==> src/rtl/regfile_scoreboard_pkg.sv <==
// Shared sizing constants for the register-file scoreboard.
package regfile_scoreboard_pkg;

    localparam int SB_NREG  = 32;
    localparam int SB_ASIZE = 5;
    localparam int SB_PW    = 2;

endpackage

==> src/rtl/regfile_scoreboard_sb_pend_cnt.sv <==
// Saturating up/down pending-write counter for one architectural register.
module sb_pend_cnt #(
    parameter int PW = 2
) (
    input  logic          clk,
    input  logic          rst,
    input  logic          clr_i,
    input  logic          inc_i,
    input  logic          dec_i,
    output logic [PW-1:0] cnt_o,
    output logic          nz_o
);

    localparam logic [PW-1:0] CNT_MAX = '1;

    logic [PW-1:0] cnt_q;
    logic [PW-1:0] cnt_d;

    // Simultaneous inc and dec cancel; both directions hold at their limits.
    always_comb begin
        cnt_d = cnt_q;
        if (clr_i) begin
            cnt_d = '0;
        end else if (inc_i && !dec_i && cnt_q != CNT_MAX) begin
            cnt_d = cnt_q + PW'(1);
        end else if (dec_i && !inc_i && cnt_q != '0) begin
            cnt_d = cnt_q - PW'(1);
        end
    end

    always_ff @(posedge clk) begin
        if (!rst) begin
            cnt_q <= '0;
        end else begin
            cnt_q <= cnt_d;
        end
    end

    assign cnt_o = cnt_q;
    assign nz_o  = |cnt_q;

endmodule

==> src/rtl/regfile_scoreboard.sv <==
// Pending-write scoreboard between decode and the regfile write port.
// Optional statistics counters enabled by defining SCOREBOARD_STATS_EN.
module regfile_scoreboard
    import regfile_scoreboard_pkg::*;
(
    input  logic                clk,
    input  logic                rst,
    input  logic                iss_valid,
    input  logic                iss_rs_use,
    input  logic [SB_ASIZE-1:0] iss_rs,
    input  logic                iss_rt_use,
    input  logic [SB_ASIZE-1:0] iss_rt,
    input  logic                iss_wen,
    input  logic [SB_ASIZE-1:0] iss_rd,
    input  logic                wb_wen,
    input  logic [SB_ASIZE-1:0] wb_waddr,
    input  logic                flush,
    output logic                stall,
    output logic                iss_accept,
    output logic [SB_NREG-1:0]  busy,
    output logic                sb_err
`ifdef SCOREBOARD_STATS_EN
    ,
    output logic [31:0]         stat_stall_cyc,
    output logic [31:0]         stat_issue_cnt
`endif
);

    localparam logic [SB_PW-1:0] PEND_MAX = '1;
    localparam logic [SB_PW-1:0] PEND_ONE = SB_PW'(1);

    logic [SB_NREG-1:0][SB_PW-1:0] pend;
    logic [SB_NREG-1:0]            nz;
    logic [SB_NREG-1:0]            inc;
    logic [SB_NREG-1:0]            dec;

    logic [SB_PW-1:0] rs_pend, rt_pend, rd_pend;
    logic             rs_haz, rt_haz, rd_sat;
    logic             wb_live;
    logic             sb_err_q, sb_err_d;

    assign pend[0] = '0;
    assign nz[0]   = 1'b0;

    for (genvar r = 1; r < SB_NREG; r++) begin : g_cnt
        sb_pend_cnt #(.PW(SB_PW)) u_cnt (
            .clk   (clk),
            .rst   (rst),
            .clr_i (flush),
            .inc_i (inc[r]),
            .dec_i (dec[r]),
            .cnt_o (pend[r]),
            .nz_o  (nz[r])
        );
    end

    // A source whose last outstanding write lands this cycle is bypassed by the regfile.
    always_comb begin
        rs_pend = pend[iss_rs];
        rt_pend = pend[iss_rt];
        rd_pend = pend[iss_rd];
        rs_haz  = iss_rs_use && iss_rs != '0 && rs_pend != '0 &&
                  !(wb_wen && wb_waddr == iss_rs && rs_pend == PEND_ONE);
        rt_haz  = iss_rt_use && iss_rt != '0 && rt_pend != '0 &&
                  !(wb_wen && wb_waddr == iss_rt && rt_pend == PEND_ONE);
        rd_sat  = iss_wen && iss_rd != '0 && rd_pend == PEND_MAX &&
                  !(wb_wen && wb_waddr == iss_rd);
    end

    assign stall      = iss_valid && !flush && (rs_haz || rt_haz || rd_sat);
    assign iss_accept = iss_valid && !flush && !stall;
    assign wb_live    = wb_wen && !flush && wb_waddr != '0;

    always_comb begin
        inc = '0;
        dec = '0;
        for (int r = 1; r < SB_NREG; r++) begin
            inc[r] = iss_accept && iss_wen && iss_rd == SB_ASIZE'(r);
            dec[r] = wb_live && wb_waddr == SB_ASIZE'(r) && nz[r];
        end
    end

    // Writeback with nothing outstanding is a pipeline bug unless the same cycle issues it.
    always_comb begin
        sb_err_d = sb_err_q;
        if (wb_live && !nz[wb_waddr] &&
            !(iss_accept && iss_wen && iss_rd == wb_waddr)) begin
            sb_err_d = 1'b1;
        end
    end

    always_ff @(posedge clk) begin
        if (!rst) begin
            sb_err_q <= 1'b0;
        end else begin
            sb_err_q <= sb_err_d;
        end
    end

    assign busy   = nz;
    assign sb_err = sb_err_q;

`ifdef SCOREBOARD_STATS_EN
    logic [31:0] stall_cyc_q, stall_cyc_d;
    logic [31:0] issue_cnt_q, issue_cnt_d;

    assign stall_cyc_d = stall_cyc_q + 32'(stall);
    assign issue_cnt_d = issue_cnt_q + 32'(iss_accept);

    always_ff @(posedge clk) begin
        if (!rst) begin
            stall_cyc_q <= '0;
            issue_cnt_q <= '0;
        end else begin
            stall_cyc_q <= stall_cyc_d;
            issue_cnt_q <= issue_cnt_d;
        end
    end

    assign stat_stall_cyc = stall_cyc_q;
    assign stat_issue_cnt = issue_cnt_q;
`endif

endmodule

==> config.mk <==
export PLATFORM = sky130hd
export DESIGN_NAME = regfile_scoreboard
export DESIGN_NICKNAME = d
export VERILOG_FILES = /design/src/rtl/regfile_scoreboard_pkg.sv /design/src/rtl/regfile_scoreboard_sb_pend_cnt.sv /design/src/rtl/regfile_scoreboard.sv
export SDC_FILE = /design/constraint.sdc
export NUM_CORES = 1
export LEC_CHECK = 0
export BUFFER_PORTS_ARGS = -buffer_cell sky130_fd_sc_hd__buf_2
export CAP_MARGIN = 20
export CORE_AREA = 2 2 137 139
export CTS_CLUSTER_SIZE = 24
export DETAILED_ROUTE_END_ITERATION = 12
export DIE_AREA = 0 0 139 141
export GPL_TIMING_DRIVEN = 1
export PLACE_DENSITY_LB_ADDON = 0.15
export SLEW_MARGIN = 25
export SYNTH_ARGS = -nofsm -noshare
export SYNTH_HDL_FRONTEND = slang
export SYNTH_SLANG_ARGS = --single-unit
==> constraint.sdc <==
create_clock -name clk -period 2.7 [get_ports clk]
set_clock_uncertainty 0.2 [all_clocks]
set_input_delay 0.135 -clock clk [delete_from_list [all_inputs] [get_ports clk]]
set_output_delay 0.135 -clock clk [all_outputs]
set_load 0.005 [all_outputs]
==> flow_metrics.env, run 1 <==
export IMPL_status="complete, but fails checks"
export IMPL_violations="negative setup slack"
export IMPL_die_area_mm2=0.0196
export IMPL_min_path_type="in2reg"
export IMPL_crit_reg2reg_launch="g_cnt[29].u_cnt.cnt_o[1]$_SDFFE_PP0P_"
export IMPL_grt_util_met3=0.0513
export IMPL_drc_errors=0
export IMPL_tritoncts="built"
export IMPL_syn_nets=886
export IMPL_cts_max_level=3
export IMPL_crit_chain="mux4_2, mux4_2, o21ai_2, or3_4, o211ai_4, buf_12, nor3_2, buf_4, nand2_4, mux2_4, o2111a_1"
export IMPL_crit_type="reg2reg"
export IMPL_antenna_found_initial=0
export IMPL_worst_path_most_repeated_cell="mux4_2"
export IMPL_first_global_vias=7237
export IMPL_grt_busiest_layer="met2"
export IMPL_fill_cells=1729
export IMPL_ys_ff_latch=63
export IMPL_gp_congestion=0.975
export IMPL_slew_limit_headroom=0.605
export IMPL_yosysSeqAreaShare=0.182
export IMPL_worstHoldStart="iss_wen"
export IMPL_drtIter0Drc=701
export IMPL_vias=7720
export IMPL_clockBufferDepth=2
export IMPL_synthArstFlopShare=0
export IMPL_port_buffers=61
export IMPL_fin_crit_ns=3.12
export IMPL_yosys_warnings=0
export IMPL_drt_pass1_iterations=5
export IMPL_r2r_slack_ns=-0.42
export IMPL_drt_vias_per_instance=5.85
export IMPL_ant_nets=0
export IMPL_power_density_mw_per_mm2=285
export IMPL_critPathArrivalTime_ns=3.15
export IMPL_finish_net_count=1109
export IMPL_post_dp_hpwl_um=22200
export IMPL_grt_usage=0.285
export IMPL_wl_per_cell_um=21.4
export IMPL_die_h_um=141
export IMPL_crit_path_end_kind="register"
export IMPL_crit_required_ns=2.73
export IMPL_synth_edf_count=0
export IMPL_vdd_drop_max_v=0.000273
export IMPL_rows=50
export IMPL_drv_cap=0
export IMPL_wl_um=28300
export IMPL_utilization=0.536
export IMPL_grt_start_max_net_pins=30
export IMPL_fin_setup_tns_ns=-15.00
export IMPL_grt_pass1_wl_um=42800
export IMPL_timing_rr_end="g_cnt[13].u_cnt.cnt_o[0]$_SDFFE_PP0P_"
export IMPL_num_antenna_cells=0
export IMPL_worstRegToRegCells=11
export IMPL_drv_slew=0
export IMPL_p_leak_nw=4.11
export IMPL_insertion_delay_ns=0.35
export IMPL_crit_fanout=7
export IMPL_core_mm2=0.0183
export IMPL_fin_ws_ns=-0.419
export IMPL_cp_slowest_stage_delay_ns=0.50
export IMPL_slowest_stage="mux4_2"
export IMPL_start_util=0.379
export IMPL_period_share=1.16
export IMPL_rsz0062_at_grt="yes"
export IMPL_fmax_mhz=321
export IMPL_ys_types=82
export IMPL_critPathLaunchType="register"
export IMPL_numCtsBuffers=9
export IMPL_tightestPinTransition_ns=0.593
export IMPL_synthCells=858
export IMPL_cts_root_buffer_cell="clkbuf_16"
export IMPL_met1_usage=0.394
export IMPL_whs_path_depth=3
export IMPL_synth_flop_cell="dfxtp_1"
export IMPL_synth_area_per_cell_um2=8.06
export IMPL_cts_sinks=63
export IMPL_grt_overflow_total=0
export IMPL_die_x_um=139
export IMPL_syn2layout_area_growth_pct=41.5
export IMPL_drive_above_1_share=0.475
export IMPL_num_io_pins=63
export IMPL_clkTransAtPathRegs_ns=0.06
export IMPL_syn_cell_area_mm2=0.00692
export IMPL_setup_viol=64
export IMPL_hold_violations=0
export IMPL_use_met2=0.445
export IMPL_whs_endpoint="sb_err$_SDFFE_PN0P_"
[registers in the layout, indices dropped and copies added (netlist names)]
name,flops
g_cnt.u_cnt.cnt_o,62
sb_err,1
[logic make-up (layout without fill, tap and decap cells)]
logic type,after synthesis,after routing,share of synthesized area
DFF,63,63,0.182
xor gates and xnor gates,31,31,0.0392
other,1,1,0.000542
muxes,78,78,0.177
and+or+nand+nor,374,374,0.308
buffers and inverters,110,338,0.0890
AOI/OAI and AO/OA,201,201,0.204
[synth_stat cells, types with 11 or more instances]
cell type | instances | area (um2)
o211ai_1 | 12 | 90.1
a21oi_1 | 53 | 265
nor2b_1 | 17 | 106
xor2_1 | 16 | 140
nand2_1 | 81 | 304
mux4_2 | 34 | 766
nand2b_1 | 16 | 100
o21ai_0 | 27 | 135
inv_1 | 18 | 67.6
clkbuf_1 | 32 | 120
buf_4 | 35 | 263
mux2i_1 | 32 | 320
nand3_1 | 36 | 180
dfxtp_1 | 63 | 1260
xnor2_1 | 15 | 131
or2_2 | 34 | 213
buf_2 | 15 | 75.1
nand4_1 | 19 | 119
and2_1 | 16 | 100
a31oi_1 | 16 | 100
nor3b_1 | 11 | 82.6
nor2_1 | 76 | 285
[critical path, delay by kind of cell, from the launching register on]
family	cells	cell delay, ns
buf+inv	2	0.38
mux	3	1.28
simple gates	3	0.40
flops	1	0.35
compound gates	3	0.39
[worst max-delay path by stage]
stage | start | to | slack, ns | cells after the start
after global routing | g_cnt[29].u_cnt.cnt_o[1]$_SDFFE_PP0P_ | g_cnt[20].u_cnt.cnt_o[0]$_SDFFE_PP0P_ | -0.46 | 10
final | g_cnt[29].u_cnt.cnt_o[1]$_SDFFE_PP0P_ | g_cnt[13].u_cnt.cnt_o[0]$_SDFFE_PP0P_ | -0.42 | 11
after global placement | iss_rt[0] | g_cnt[2].u_cnt.cnt_o[0]$_SDFFE_PP0P_ | -0.47 | 11
after floorplan | g_cnt[27].u_cnt.cnt_o[1]$_SDFFE_PP0P_ | g_cnt[14].u_cnt.cnt_o[0]$_SDFFE_PP0P_ | -0.15 | 10
after detailed placement | iss_rt[0] | g_cnt[2].u_cnt.cnt_o[0]$_SDFFE_PP0P_ | -0.50 | 13
after CTS | g_cnt[29].u_cnt.cnt_o[1]$_SDFFE_PP0P_ | g_cnt[13].u_cnt.cnt_o[0]$_SDFFE_PP0P_ | -0.36 | 10
[timing repair]
| item | CTS | global route |
|---|---|---|
| gates cloned | 2 | 0 |
| endpoints found under the hold margin | 1 | 0 |
| endpoints found under the setup margin | 65 | 65 |
| pin swaps | 25 | 36 |
| gates resized for setup | 58 | 68 |
| hold buffers | 1 | 0 |
| buffers inserted | 10 | 10 |
[power breakdown]
part / total (mW) / switching (mW) / internal, mW
clock network: 1.21 / 0.471 / 0.735
logic: 0.660 / 0.370 / 0.290
registers: 0.926 / 0.000833 / 0.926
total: 2.79 / 0.842 / 1.95
[routing by layer]
metal	wire, um	vias up
met5	0	-
met4	1130	0
met3	2440	74
met2	12400	356
met1	12300	3694
li1	-	3596
[through the flow]
stage	hold WS [ns]	power (mW)	instance area, um2	instances	setup slack, ns
final	0.112	2.79	9790	1320	-0.419
after global routing	0.124	2.88	9790	1320	-0.465
after CTS	0.0940	2.78	9490	1312	-0.364
after detailed placement	0.188	1.54	8830	1283	-0.498
after global placement	0.181	1.54	8830	1283	-0.472
after floorplan	0.0527	1.26	7060	858	-0.148
[area by class of cell]
class	instances	area, um2	share of cell area
multi-input cells	685	5430	0.555
repair buffers	303	2390	0.244
flip-flops and latches	63	1310	0.134
well taps	234	293	0.0299
clock buffers	10	239	0.0244
inverters	19	71.3	0.00729
clock inverters	6	60.1	0.00614
[layout by cell type (no fill, tap or decap), drive strengths merged, types with 11 or more instances in the layout]
| cell | n |
|---|---|
| mux2 | 12 |
| nor2b | 17 |
| a31oi | 16 |
| dfxtp | 63 |
| nor4 | 16 |
| mux4 | 34 |
| xnor2 | 15 |
| nand3 | 37 |
| nand4 | 19 |
| nor3b | 11 |
| a21oi | 54 |
| mux2i | 32 |
| buf | 302 |
| o211ai | 13 |
| xor2 | 16 |
| nand2b | 16 |
| or2 | 39 |
| inv | 19 |
| nor2 | 76 |
| and2 | 16 |
| nand2 | 81 |
| o21ai | 39 |
(Power assumes the default switching activity.)
==> run 2, diff against run 1 <==
--- a/config.mk
+++ b/config.mk
@@ -15,2 +15,3 @@
 export PLACE_DENSITY_LB_ADDON = 0.15
+export REMOVE_ABC_BUFFERS = 1
 export SLEW_MARGIN = 25
==> constraint.sdc (replaced) <==
create_clock -name clk -period 2.7 [get_ports clk]
set_clock_uncertainty 0.2 [all_clocks]
set_input_delay 0.405 -clock clk [delete_from_list [all_inputs] [get_ports clk]]
set_output_delay 0.405 -clock clk [all_outputs]
set_load 0.005 [all_outputs]
==> run 2 against run 1 <==
The flow still finishes with violations (negative setup slack); critical path type is now reg2out; worst hold slack got worse by 0.011 ns; die area stayed put; clock-buffer cell count grew 5; final cell count increased by 0.23%.
==> flow_metrics.env, run 2 (synthesized netlist as in run 1, its figures left out) <==
export IMPL_status="complete, but fails checks"
export IMPL_violations="negative setup slack"
export IMPL_hold_buffers=0
export IMPL_vias=7817
export IMPL_port_buffers=61
export IMPL_drive_above_1_share=0.472
export IMPL_gp_congestion=0.994
export IMPL_crit_required_ns=2.10
export IMPL_setup_viol=63
export IMPL_num_antenna_cells=0
export IMPL_drv_slew=0
export IMPL_die_area_mm2=0.0196
export IMPL_grt_pass1_wl_um=43900
export IMPL_rsz0062_at_grt="yes"
export IMPL_die_x_um=139
export IMPL_largest_reg_flops=62
export IMPL_drt_pass1_iterations=5
export IMPL_drc_errors=0
export IMPL_final_common_cell="buf_4"
export IMPL_power_density_mw_per_mm2=283
export IMPL_post_dp_hpwl_um=22000
export IMPL_drv_cap=0
export IMPL_antenna_found_initial=0
export IMPL_clkTransAtPathRegs_ns=0.06
export IMPL_vdd_drop_max_v=0.000284
export IMPL_drtIter0Drc=804
export IMPL_cts_root_buffer_cell="clkbuf_16"
export IMPL_rows=50
export IMPL_numCtsBuffers=9
export IMPL_critPathArrivalTime_ns=2.55
export IMPL_critPathLaunchType="register"
export IMPL_fmax_mhz=317
export IMPL_insertion_delay_ns=0.35
export IMPL_fin_ws_ns=-0.452
export IMPL_p_leak_nw=4.11
export IMPL_slew_limit_headroom=0.549
export IMPL_fin_setup_tns_ns=-14.89
export IMPL_drt_vias_per_instance=5.91
export IMPL_cts_max_level=3
export IMPL_first_global_vias=7336
export IMPL_tritoncts="built"
export IMPL_seq_area_mm2=0.00130
export IMPL_multi_input_area_mm2=0.00543
export IMPL_fin_crit_ns=3.15
export IMPL_crit_path_end_kind="output port"
export IMPL_clockBufferDepth=2
export IMPL_grt_overflow_total=0
export IMPL_fill_cells=1755
export IMPL_crit_fanout=4
export IMPL_core_mm2=0.0183
export IMPL_crit_type="reg2out"
export IMPL_cts_sinks=63
export IMPL_wl_per_cell_um=21.9
export IMPL_layout_common_cells="buf_4, nand2_1, nor2_1"
export IMPL_finish_net_count=1113
export IMPL_hold_violations=0
export IMPL_grt_usage=0.294
export IMPL_tightestPinTransition_ns=0.676
export IMPL_min_path_type="in2reg"
export IMPL_ant_nets=0
export IMPL_wl_um=28900
export IMPL_stdcell_count=1323
export IMPL_die_h_um=141
export IMPL_grt_start_max_net_pins=26
export IMPL_finalPower_mw=2.78
export IMPL_dp_cells=1286
export IMPL_start_util=0.379
export IMPL_num_io_pins=63
export IMPL_period_share=1.17
export IMPL_syn2layout_area_growth_pct=42.0
[run 2: stage by stage]
step	area [um2]	worst slack, ns	util	hold WS [ns]
floorplan	6370	-0.830	-	0.264
global placement	8770	-0.731	0.480	0.248
detailed placement	8770	-0.727	0.480	0.253
CTS	9570	-0.446	0.524	0.0949
global route	9820	-0.554	0.538	0.128
finish	9820	-0.452	0.538	0.101
[run 2: what timing repair did]
item | in CTS | in global routing
gates cloned | 3 | 0
endpoints found under the hold margin | 0 | 0
pin swaps | 39 | 39
resized for setup | 92 | 61
setup endpoints to repair | 65 | 65
setup buffers | 16 | 5
[run 2: worst max-delay path: stages (launching register included)]
cell	delay (ns)
dfxtp_4	0.36
mux4_2	0.47
mux4_2	0.50
o21ai_2	0.07
or3_4	0.13
o211ai_4	0.12
buf_6	0.16
o31a_1	0.24
buf_2	0.13
[run 2: worst paths after layout]
check / start / endpoint / slack, ns / depth (start not counted)
worst max-delay path: g_cnt[24].u_cnt.cnt_o[1]$_SDFFE_PP0P_ / stall / -0.45 / 8
worst min-delay path: rst / sb_err$_SDFFE_PN0P_ / 0.10 / 2
worst max register to register: g_cnt[24].u_cnt.cnt_o[1]$_SDFFE_PP0P_ / g_cnt[13].u_cnt.cnt_o[0]$_SDFFE_PP0P_ / -0.45 / 11
worst min register to register: sb_err$_SDFFE_PN0P_ / sb_err$_SDFFE_PN0P_ / 0.26 / 1
[run 2: power by group]
part           leakage, nW  switching [mW]  total [mW]  internal [mW]
Combinational         3.45           0.398       0.702          0.304
Clock                0.136           0.456        1.15          0.694
Sequential           0.521        0.000733       0.927          0.926
Total                 4.11           0.855        2.78           1.92
[run 2: routing by layer]
layer  up-vias  track usage  part of all wire
li1       3619            -                 -
met1      3773        0.401              0.43
met2       348        0.454              0.45
met3        77       0.0486             0.077
met4         0        0.139             0.043
met5         -            0                 0
[run 2: area by class of cell]
type,count,area share
Inverter,19,0.00726
Clock buffer,15,0.0283
Timing Repair Buffer,307,0.249
Tap cell,234,0.0298
Sequential cell,63,0.133
Multi-Input combinational cell,685,0.553
==> run 3, diff against run 2 <==
CTS_CLUSTER_SIZE = default   (was 24)
clock period = 3.3 ns   (was 2.7 ns; I/O delays follow)
==> run 3 against run 2 <==
The run now ends clean; total power fell by 22%; combinational power fell by 32%; worst hold slack improved by 0.095 ns; critical path depth did not move; non-clock buffer count fell by 67; flip-flop and latch count did not move; routed wire length fell by 6.5%; via count fell by 5.1%; cell area fell by 11%.
==> flow_metrics.env, run 3 (synthesized netlist as in run 1, its figures left out) <==
export IMPL_utilization=0.480
export IMPL_numCtsBuffers=9
export IMPL_cp_slowest_stage_delay_ns=0.52
export IMPL_crit_path_end_kind="output port"
export IMPL_drc_errors=0
export IMPL_final_common_cell="buf_4"
export IMPL_largest_reg_flops=62
export IMPL_tightestPinTransition_ns=0.697
export IMPL_drive_above_1_share=0.376
export IMPL_drt_vias_per_instance=5.91
export IMPL_grt_overflow_total=0
export IMPL_worst_path_most_repeated_cell="mux4_2"
export IMPL_critPathLaunchType="register"
export IMPL_wl_um=27000
export IMPL_tritoncts="built"
export IMPL_grt_busiest_layer="met2"
export IMPL_crit_type="reg2out"
export IMPL_drtIter0Drc=681
export IMPL_min_path_type="in2reg"
export IMPL_ant_nets=0
export IMPL_fin_crit_ns=3.26
export IMPL_finish_net_count=1046
export IMPL_first_global_vias=6916
export IMPL_period_share=0.986
export IMPL_rows=50
export IMPL_drv_slew=0
export IMPL_vias=7416
export IMPL_clkTransAtPathRegs_ns=0.06
export IMPL_clockBufferDepth=2
export IMPL_place_area_mm2=0.00826
export IMPL_worstPathBufferInverterCount=2
export IMPL_post_dp_hpwl_um=21200
export IMPL_fmax_mhz=307
export IMPL_met1_usage=0.371
export IMPL_critPathArrivalTime_ns=2.56
export IMPL_die_area_mm2=0.0196
export IMPL_slowest_stage="mux4_2"
export IMPL_cts_sinks=63
export IMPL_drv_cap=0
export IMPL_die_x_um=139
export IMPL_design_area_mm2=0.00877
export IMPL_grt_util_met3=0.0455
export IMPL_fill_cells=1825
export IMPL_setup_viol=0
export IMPL_drt_pass1_iterations=5
export IMPL_power_density_mw_per_mm2=247
export IMPL_hold_violations=0
export IMPL_use_met2=0.437
export IMPL_die_h_um=141
export IMPL_port_buffers=61
export IMPL_slew_limit_headroom=0.536
export IMPL_crit_required_ns=2.60
export IMPL_vdd_drop_max_v=0.000251
export IMPL_crit_fanout=4
export IMPL_grt_start_max_net_pins=28
export IMPL_p_leak_nw=3.63
export IMPL_worst_path_dominant_cell_family="multiplexers"
export IMPL_antenna_found_initial=0
export IMPL_start_util=0.379
export IMPL_status="complete, no violations"
export IMPL_wl_per_cell_um=21.5
export IMPL_insertion_delay_ns=0.35
export IMPL_syn2layout_area_growth_pct=26.8
export IMPL_gp_congestion=0.953
export IMPL_crit_chain="mux4_2, mux4_2, o21ai_2, or3_4, o211ai_4, buf_6, o31a_1, buf_2"
export IMPL_grt_pass1_wl_um=41200
export IMPL_num_io_pins=63
export IMPL_rsz0062_at_grt="yes"
export IMPL_grt_usage=0.276
export IMPL_cts_root_buffer_cell="clkbuf_16"
export IMPL_layout_common_cells="buf_4, nand2_1, nor2_1"
export IMPL_core_mm2=0.0183
export IMPL_cts_max_level=3
==> run 3: final timing paths <==
| path | startpoint | to | slack [ns] | cells after the start |
|---|---|---|---|---|
| max | g_cnt[27].u_cnt.cnt_o[1]$_SDFFE_PP0P_ | stall | 0.04 | 8 |
| min | rst | sb_err$_SDFFE_PN0P_ | 0.20 | 2 |
| max reg2reg | g_cnt[27].u_cnt.cnt_o[1]$_SDFFE_PP0P_ | g_cnt[2].u_cnt.cnt_o[0]$_SDFFE_PP0P_ | 0.07 | 12 |
| min reg2reg | sb_err$_SDFFE_PN0P_ | sb_err$_SDFFE_PN0P_ | 0.27 | 1 |
==> run 3: report_power, final <==
part | internal (mW) | switching [mW] | leakage (nW) | total [mW]
Sequential | 0.761 | 0.000647 | 0.512 | 0.761
Combinational | 0.195 | 0.285 | 2.98 | 0.480
Clock | 0.556 | 0.371 | 0.136 | 0.927
Total | 1.51 | 0.656 | 3.63 | 2.17
==> run 3: repair_timing <==
item                       in CTS  in global routing
cloned                          0                  1
resized for setup              17                 27
hold endpoints to repair        0                  0
hold buffers                    0                  0
pin swaps                       4                 11
setup endpoints to repair       2                 16
setup buffers                   6                  6
==> run 3: layout make-up <==
cell class,instances,area [um2],share of cell area
Multi-Input combinational cell,685,5120,0.583
Timing Repair Buffer,240,1740,0.198
Sequential cell,63,1270,0.145
Tap cell,234,293,0.0334
Clock buffer,12,267,0.0304
Inverter,19,71.3,0.00813
Clock inverter,1,5.00,0.000571
Antenna cell,1,2.50,0.000285
==> run 3: worst register-to-register path, cell delays in order, from the launching register on <==
cell       delay, ns
dfxtp_4         0.36
mux4_2          0.48
mux4_2          0.52
o21ai_2         0.07
or3_4           0.14
o211ai_4        0.13
buf_4           0.20
buf_4           0.16
nor4_4          0.21
buf_6           0.17
buf_4           0.11
a21oi_2         0.06
a2111oi_2       0.34
==> run 3: per-stage QoR <==
stage               hold slack [ns]  TNS [ns]  setup WS [ns]  cells  total power [mW]
global placement              0.250     -5.65         -0.258   1228              1.22
CTS                           0.184         0        0.00853   1247              2.16
global route                  0.201    -0.141        -0.0489   1254              2.23
detailed placement            0.252     -8.21         -0.336   1228              1.22
finish                        0.196         0         0.0449   1255              2.17
floorplan                     0.264    -0.850         -0.320    767             0.950
==> run 3: layer usage <==
layer / wire length, um / share of wire
met1: 11700 / 0.43
met2: 12300 / 0.45
met3: 1920 / 0.071
met4: 1110 / 0.041
met5: 0 / 0
